--- src/rtl/regfile_mp.sv ---
// ---------------------------------------------------------------------------
// regfile_mp -- parametrised multi-read-port register file
//
// General-purpose register file for the single-cycle CPU. It takes the read
// addresses from decode, one write port from the writeback mux, and a
// dedicated link port from the PC+4 path for jump-and-link.
//
// Register 0 is hard-wired to zero. After reset the file clears itself with
// a sweep that takes one clock per register. Busy is high during the sweep.
// While Busy is high, writes are ignored and every read port returns zero.
//
// Parameters
//   DATA_W   register width in bits
//   ADDR_W   address width; DEPTH = 2**ADDR_W entries
//   NUM_RD   number of independent read ports (1..4)
//   LINK_REG index written by the link port
//   BYPASS   1: reads see same-cycle writes; 0: reads see stored value only
//
// Ports
//   CLK        clock; all state updates on the rising edge
//   Reset      synchronous active-high reset; starts the clear sweep
//   ReadReg    packed read addresses; port k at [k*ADDR_W +: ADDR_W]
//   ReadData   packed read data;      port k at [k*DATA_W +: DATA_W]
//   RegWrite   main write enable
//   WriteReg   main write address
//   WriteData  main write data
//   LinkWrite  link write enable (JAL)
//   LinkData   link value (PC+4)
//   Busy       high while the clear sweep is in progress
// ---------------------------------------------------------------------------
module regfile_mp #(
  parameter int DATA_W   = 32,
  parameter int ADDR_W   = 5,
  parameter int NUM_RD   = 2,
  parameter int LINK_REG = 31,
  parameter bit BYPASS   = 1'b1
) (
  input  logic                     CLK,
  input  logic                     Reset,
  input  logic [NUM_RD*ADDR_W-1:0] ReadReg,
  output logic [NUM_RD*DATA_W-1:0] ReadData,
  input  logic                     RegWrite,
  input  logic [ADDR_W-1:0]        WriteReg,
  input  logic [DATA_W-1:0]        WriteData,
  input  logic                     LinkWrite,
  input  logic [DATA_W-1:0]        LinkData,
  output logic                     Busy
);

  localparam int                DEPTH     = 2 ** ADDR_W;
  localparam logic [ADDR_W-1:0] LINK_ADDR = ADDR_W'(LINK_REG);
  localparam logic [ADDR_W-1:0] LAST_ADDR = ADDR_W'(DEPTH - 1);
  localparam logic [ADDR_W-1:0] FIRST_IDX = ADDR_W'(1);

  typedef enum logic {
    IDLE  = 1'b0,
    CLEAR = 1'b1
  } state_t;

  // The initial values give the power-up state: IDLE, not busy, and all
  // registers zero. FPGA flows load these values at configuration.
  state_t            stateReg = IDLE;
  state_t            stateNext;
  logic [ADDR_W-1:0] idxReg = FIRST_IDX;
  logic [ADDR_W-1:0] idxNext;

  logic [DATA_W-1:0] mem [DEPTH] = '{default: '0};

  logic clearEn;
  logic mainWrEn;
  logic linkWrEn;

  // -------------------------------------------------------------------------
  // State register
  // -------------------------------------------------------------------------
  always_ff @(posedge CLK) begin
    stateReg <= stateNext;
    idxReg   <= idxNext;
  end

  // -------------------------------------------------------------------------
  // Next-state logic
  // The sweep starts at index 1 because entry 0 is never written. A reset
  // during the sweep pins the index back to 1, so the sweep restarts from
  // the beginning when reset is released.
  // -------------------------------------------------------------------------
  always_comb begin
    stateNext = stateReg;
    idxNext   = idxReg;
    if (Reset) begin
      stateNext = CLEAR;
      idxNext   = FIRST_IDX;
    end else begin
      unique case (stateReg)
        IDLE: begin
          stateNext = IDLE;
        end
        CLEAR: begin
          idxNext = idxReg + FIRST_IDX;
          if (idxReg == LAST_ADDR) begin
            stateNext = IDLE;
          end
        end
        default: begin
          stateNext = IDLE;
        end
      endcase
    end
  end

  // -------------------------------------------------------------------------
  // Output / control decode
  // Reset has priority over any write in the same cycle. Busy comes straight
  // from the state register, so it is high on the cycle after the reset edge.
  // -------------------------------------------------------------------------
  always_comb begin
    Busy     = (stateReg == CLEAR);
    clearEn  = (stateReg == CLEAR) && !Reset;
    mainWrEn = (stateReg == IDLE) && !Reset && RegWrite && (WriteReg != '0);
    linkWrEn = (stateReg == IDLE) && !Reset && LinkWrite && (LINK_ADDR != '0);
  end

  // -------------------------------------------------------------------------
  // Storage
  // The link write comes after the main write, so it wins when both ports
  // target LINK_REG in the same cycle. The sweep index is never 0, so
  // entry 0 keeps its zero value.
  // -------------------------------------------------------------------------
  always_ff @(posedge CLK) begin
    if (clearEn) begin
      mem[idxReg] <= '0;
    end else begin
      if (mainWrEn) begin
        mem[WriteReg] <= WriteData;
      end
      if (linkWrEn) begin
        mem[LINK_ADDR] <= LinkData;
      end
    end
  end

  // -------------------------------------------------------------------------
  // Read ports (combinational)
  // The bypass priority matches the write priority: link data, then main
  // write data, then the stored value. Address 0 returns 0 even when the
  // bypass is enabled.
  // -------------------------------------------------------------------------
  genvar gi;
  generate
    for (gi = 0; gi < NUM_RD; gi++) begin : gRead
      logic [ADDR_W-1:0] rdAddr;
      logic [DATA_W-1:0] rdVal;

      assign rdAddr = ReadReg[gi*ADDR_W +: ADDR_W];

      always_comb begin
        rdVal = mem[rdAddr];
        if (Busy || (rdAddr == '0)) begin
          rdVal = '0;
        end else if (BYPASS && LinkWrite && (rdAddr == LINK_ADDR)) begin
          rdVal = LinkData;
        end else if (BYPASS && RegWrite && (rdAddr == WriteReg)) begin
          rdVal = WriteData;
        end
      end

      assign ReadData[gi*DATA_W +: DATA_W] = rdVal;
    end
  endgenerate

endmodule
--- config.mk ---
export PLATFORM = sky130hd
export DESIGN_NAME = regfile_mp
export DESIGN_NICKNAME = d
export VERILOG_FILES = /design/src/rtl/regfile_mp.sv
export SDC_FILE = /design/constraint.sdc
export NUM_CORES = 1
export LEC_CHECK = 0
export ABC_CLOCK_PERIOD_IN_PS = 4600
export BUFFER_PORTS_ARGS = -buffer_cell sky130_fd_sc_hd__buf_2
export CORE_AREA = 8 8 399 401
export CTS_CLUSTER_DIAMETER = 200
export DETAILED_ROUTE_END_ITERATION = 6
export DIE_AREA = 0 0 407 409
export PLACE_DENSITY = 0.57
export SLEW_MARGIN = 10
export SYNTH_ARGS = -nofsm -noshare
export SYNTH_HDL_FRONTEND = slang
export SYNTH_SLANG_ARGS = --single-unit
export TNS_END_PERCENT = 30
--- constraint.sdc ---
create_clock -name CLK -period 4.6 [get_ports CLK]
set_input_delay 0.23 -clock CLK [delete_from_list [all_inputs] [get_ports CLK]]
set_output_delay 0.23 -clock CLK [all_outputs]
set_load 0.02 [all_outputs]
==> out/qor.csv, run 1 <==
metric;value;unit
vias;30765;
tns;0;ns
final.period_utilization;91.8;%
path_clk_slew;0.06;ns
initial_core_util;32.7;%
fin_skew;0.0163;ns
p_per_area;350;mW/mm2
synthCells;2829;
place_hpwl;103000;um
critPathKind;flip-flop to primary output;
cts.sinks;1030;
grt_pass1_wl;236000;um
synthTopCellsByArea;edfxtp_1, mux4_2, mux2i_1;
synth_nets;2914;
synth_flop_cell;edfxtp_1;
ant_nets;0;
setup_violations;0;
layout.nets;3128;
htreeDepth;3;
tritoncts;built;
crit_path_end_kind;primary output;
cts-buffers-inserted;105;
port_buffers;147;
clock_path_buffers;3;
grt_max_degree;85;
first_pass_iters;5;
async_flop_share;0;%
insertion_delay;0.70;ns
cts_resized;0;
required;4.37;ns
root_buffer;clkbuf_16;
status;finished, final reports clean;
grt_overflow;0;
drtIter0Drc;3659;
top_level_ports;148;
timing.fmax;0.237;GHz
tightestPinTransition;1.25;ns
die_x;407;um
drc_errors;0;
start_kind;flip-flop;
fin_crit;4.22;ns
crit_arrival;3.99;ns
synth_area_per_cell;17.7;um2
worstPathMaxFanout;21;
core_area;0.153;mm2
synth_seq_cells;1030;
wirelength;168000;um
grt_setup_unrepaired;no;
drive_above_1_share;31.4;%
syn2layout_area_growth;15.3;%
hold_viol;0;
p_leak;17.9;nW
die_h;409;um
preCtsSetupSlack;0.844;ns
mostFrequentLayoutCells;edfxtp_1, mux4_2, mux2i_1;
max_cap_viol_count;0;
grt_pass1_vias;31120;
synthDistinctLibCells;51;
vias_per_cell;5.95;
wl_per_cell;32.4;um
hp-class;primary input to flip-flop;
layout_setup_ws;0.378;ns
seq_area_frac_synth;61.7;%
finalWeightedCongestion;0.865;
antenna_found_initial;6;
drv_slew;0;
die_area;0.166;mm2
synth_area;0.0501;mm2
synth_enable_flop_cells;1024;
synth_area_leader_cell;edfxtp_1;
grt_use_total;19.6;%
maxSlewHeadroom;16.5;%
ir_drop;296;uV
ys_warn_count;0;
rows;144;
layout_commonest_cell;edfxtp_1;
synth_top_area_share;61.4;%
## metrics by stage
| step | area [um2] | std cells | utilization, % | power (mW) | hold WS, ns |
|---|---|---|---|---|---|
| after global placement | 54100 | 4946 | 35.4 | 12.0 | 0.564 |
| final | 57700 | 5173 | 37.7 | 20.2 | 0.0535 |
| after global routing | 57700 | 5172 | 37.7 | 20.7 | 0.00471 |
| after detailed placement | 54100 | 4946 | 35.4 | 12.0 | 0.564 |
| after CTS | 57700 | 5172 | 37.7 | 20.3 | 0.0000421 |
| after floorplan | 50100 | 2829 | - | 11.5 | 0.415 |
## worst max-delay path, stage by stage, from the launching register on
cell and delay, ns:
dfxtp_1 0.33, buf_4 0.22, a21o_1 0.24, nor2b_4 0.52
buf_4 0.52, nand4_1 0.27, o21ai_0 0.83, buf_2 0.33
## routing by layer
metal | global-route usage (%) | part of all wire [%] | vias up
li1 | - | - | 12406
met1 | 28.2 | 42 | 16355
met2 | 29.7 | 45 | 1751
met3 | 4.98 | 10 | 251
met4 | 5.24 | 2.9 | 2
met5 | 0 | 0.010 | -
## state kept, by name, summed over array words and instances, names as in the netlist
| signal | cells |
|---|---|
| idxReg | 5 |
| mem | 1024 |
| Busy | 1 |
## cell type report
class | instances | area (um2)
multi-input cells | 1562 | 18400
diodes | 1 | 2.50
clock buffers | 135 | 2850
repair buffers | 342 | 2650
flip-flops and latches | 1030 | 30900
well taps | 2044 | 2560
fillers | 14059 | 95300
inverters | 2 | 7.51
clock inverters | 57 | 413
## what timing repair did
item                                   4_1_cts  5_1_grt
buffers inserted                             0        0
endpoints found under the hold margin       42        0
hold buffers                                34        0
## report_power, final
group / leakage (nW) / switching [mW] / internal, mW
sequential: 8.55 / 0.0469 / 10.3
clock: 1.59 / 3.64 / 4.67
combinational: 7.81 / 0.910 / 0.639
total: 17.9 / 4.59 / 15.6
## logic make-up (layout without fill, tap and decap cells)
kind of cell               after synthesis  count (layout)  synth area share, %
AOI/OAI and AO/OA                      377             377                 5.58
xor gates and xnor gates                12              12                0.210
adders and majority gates                2               2               0.0500
buffers and inverters                  237             536                 2.31
DFF                                   1030            1030                 61.7
muxes                                  805             805                 26.3
other                                    0               1                    0
and+or+nand+nor                        366             366                 3.89
## path summary, 6_finish.rpt
| kind | start | to | slack, ns | depth (start not counted) |
|---|---|---|---|---|
| setup / recovery | Busy$_SDFF_PP1_ | ReadData[18] | 0.38 | 7 |
| hold / removal | LinkData[5] | mem[31][5]$_DFFE_PP_ | 0.05 | 2 |
| setup reg to reg | Busy$_SDFF_PP1_ | mem[13][21]$_DFFE_PP_ | 1.23 | 8 |
| hold reg to reg | idxReg[4]$_SDFFE_PP0P_ | idxReg[4]$_SDFFE_PP0P_ | 0.59 | 2 |
## synth_stat cells (14+ instances only)
library cell and n:
a32oi_1 33, buf_2 85, o21ai_0 53, mux2_2 83
a211oi_1 68, nand2_1 68, nand4_1 27, and2_1 66
clkbuf_1 102, nor3_1 27, a22o_1 34, a221o_1 41
a21oi_1 30, mux4_2 400, buf_4 25, a22oi_1 22
nor2b_1 60, nor2_1 70, edfxtp_1 1024, buf_1 14
mux2i_1 322, nor4_1 26, o22ai_1 42
No activity file was read; power rests on OpenSTA's default activity.
==> run 2: changes to the inputs <==
--- a/config.mk
+++ b/config.mk
@@ -5,13 +5,13 @@
 export SDC_FILE = /design/constraint.sdc
 export NUM_CORES = 1
 export LEC_CHECK = 0
-export ABC_CLOCK_PERIOD_IN_PS = 4600
+export ABC_CLOCK_PERIOD_IN_PS = 3700
 export BUFFER_PORTS_ARGS = -buffer_cell sky130_fd_sc_hd__buf_2
 export CORE_AREA = 8 8 399 401
 export CTS_CLUSTER_DIAMETER = 200
 export DETAILED_ROUTE_END_ITERATION = 6
 export DIE_AREA = 0 0 407 409
-export PLACE_DENSITY = 0.57
+export PLACE_DENSITY = 0.59
 export SLEW_MARGIN = 10
 export SYNTH_ARGS = -nofsm -noshare
 export SYNTH_HDL_FRONTEND = slang
==> constraint.sdc (replaced) <==
create_clock -name CLK -period 3.7 [get_ports CLK]
set_input_delay 0.185 -clock CLK [delete_from_list [all_inputs] [get_ports CLK]]
set_output_delay 0.185 -clock CLK [all_outputs]
set_load 0.02 [all_outputs]
==> out/qor.csv, run 2 (synthesis gave the netlist of run 1 again) <==
metric;value;unit
setup_violations;1;
drtIter0Drc;3802;
fin_crit;3.78;ns
place_hpwl;105000;um
maxSlewHeadroom;18.0;%
tightestPinTransition;1.22;ns
fillers;14015;
cts_setup_buffers;0;
start_kind;flip-flop;
violations;setup timing;
worstPathMaxFanout;19;
final.period_utilization;102;%
critPathKind;flip-flop to primary output;
grt_setup_unrepaired;no;
p_sw_share;22.9;%
grt_pass1_wl;237000;um
mostFrequentLayoutCells;edfxtp_1, mux4_2, mux2i_1;
tns;-0.0759;ns
crit_arrival;3.59;ns
timing.fmax;0.265;GHz
ant_nets;0;
regMostFlops;mem;
cts-buffers-inserted;103;
wl_per_cell;32.2;um
drc_errors;0;
grt_max_degree;86;
cts.sinks;1030;
p_leak;18.3;nW
dp.cells;4984;
clkPwrFrac;41.8;%
switchingPower;5.83;mW
vias_per_cell;5.97;
status;finished, violations left;
drive_above_1_share;32.6;%
initial_core_util;32.7;%
hold_viol;0;
ir_drop;377;uV
p_int;19.6;mW
layout.nets;3170;
grt_use_total;19.7;%
vias;31186;
seq_power_share;50.5;%
tritoncts;built;
crit_path_end_kind;primary output;
layout_commonest_cell;edfxtp_1;
die_x;407;um
die_h;409;um
combPwrFrac;7.7;%
insertion_delay;0.71;ns
p_per_area;436;mW/mm2
grt_pass1_vias;31252;
largest_register_ffs;1024;
root_buffer;clkbuf_16;
first_pass_iters;7;
stdcell_count;5224;
fin_skew;0.0185;ns
grt_overflow;0;
core_area;0.153;mm2
drv_slew;0;
hp-class;primary input to flip-flop;
antenna_found_initial;15;
die_area;0.166;mm2
syn2layout_area_growth;16.4;%
layout_setup_ws;-0.0759;ns
rows;144;
required;3.51;ns
wirelength;168000;um
htreeDepth;3;
max_cap_viol_count;0;
path_clk_slew;0.06;ns
clock_path_buffers;3;
finalWeightedCongestion;0.853;
top_level_ports;148;
port_buffers;147;
[run 2: cell types whose count changed in the layout (fill, tap and decap cells not counted), moves of 2 or more]
cell,previous run,this run
buf_12,24,32
buf_4,137,167
bufinv_16,6,12
clkbuf_16,110,104
clkinv_1,31,21
clkinv_2,17,21
diode_2,1,8
dlygate4sd3_1,34,40
inv_16,0,2
inv_6,0,3
nor4_1,26,23
nor4_2,1,4
[run 2: worst max-delay path: stages, from the launching register on]
cell     delay [ns]
dfxtp_1        0.32
buf_4          0.22
or3_2          0.52
buf_4          0.27
nor4_1         1.05
a221o_1        0.31
buf_2          0.17
[run 2: final timing paths]
| path | start | to | slack, ns | cells after the start |
|---|---|---|---|---|
| setup / recovery | Busy$_SDFF_PP1_ | ReadData[57] | -0.08 | 6 |
| hold / removal | WriteData[12] | mem[27][12]$_DFFE_PP_ | 0.05 | 2 |
| setup reg to reg | Busy$_SDFF_PP1_ | mem[4][24]$_DFFE_PP_ | 0.63 | 7 |
| hold reg to reg | idxReg[4]$_SDFFE_PP0P_ | idxReg[4]$_SDFFE_PP0P_ | 0.61 | 2 |
[run 2: power by group through the flow]
stage               Combinational, mW  Sequential (mW)  Clock [mW]
finish                           1.96             12.8        10.6
global route                     2.04             12.8        11.2
CTS                              1.94             12.8        10.8
detailed placement               1.90             13.1           0
global placement                 1.91             13.1           0
floorplan                        1.22             13.1           0
[run 2: area by class of cell]
type                            instances  area [um2]  area share, %
Sequential cell                      1030       30900           53.0
Multi-Input combinational cell       1562       18400           31.6
Timing Repair Buffer                  386        3090           5.30
Clock buffer                          129        2700           4.63
Tap cell                             2044        2560           4.39
Clock inverter                         63         651           1.12
Antenna cell                            8        20.0         0.0343
Inverter                                2        7.51         0.0129
[run 2: through the flow]
stage | instance area [um2] | total power [mW] | utilization [%] | worst slack (ns) | hold slack (ns)
after detailed placement | 54500 | 15.0 | 35.6 | 0.413 | 0.527
after floorplan | 50100 | 14.3 | - | 0.146 | 0.370
after global placement | 54500 | 15.0 | 35.6 | 0.432 | 0.521
after global routing | 58300 | 26.1 | 38.1 | 0.0383 | 0.0362
after CTS | 58300 | 25.5 | 38.1 | 0.0694 | 0.0221
final | 58300 | 25.4 | 38.1 | -0.0759 | 0.0536
[run 2: per-layer routing]
layer	global-route usage [%]	vias to the layer above	wire, um
li1	-	12522	-
met1	27.7	16544	68200
met2	29.6	1821	74800
met3	5.38	295	19500
met4	6.18	4	5710
met5	0	-	22
[run 2: what timing repair did]
item                       4_1_cts  5_1_grt
setup endpoints to repair        1        2
hold endpoints to repair        45        0
gates resized for setup          1        2
hold buffers                    40        0
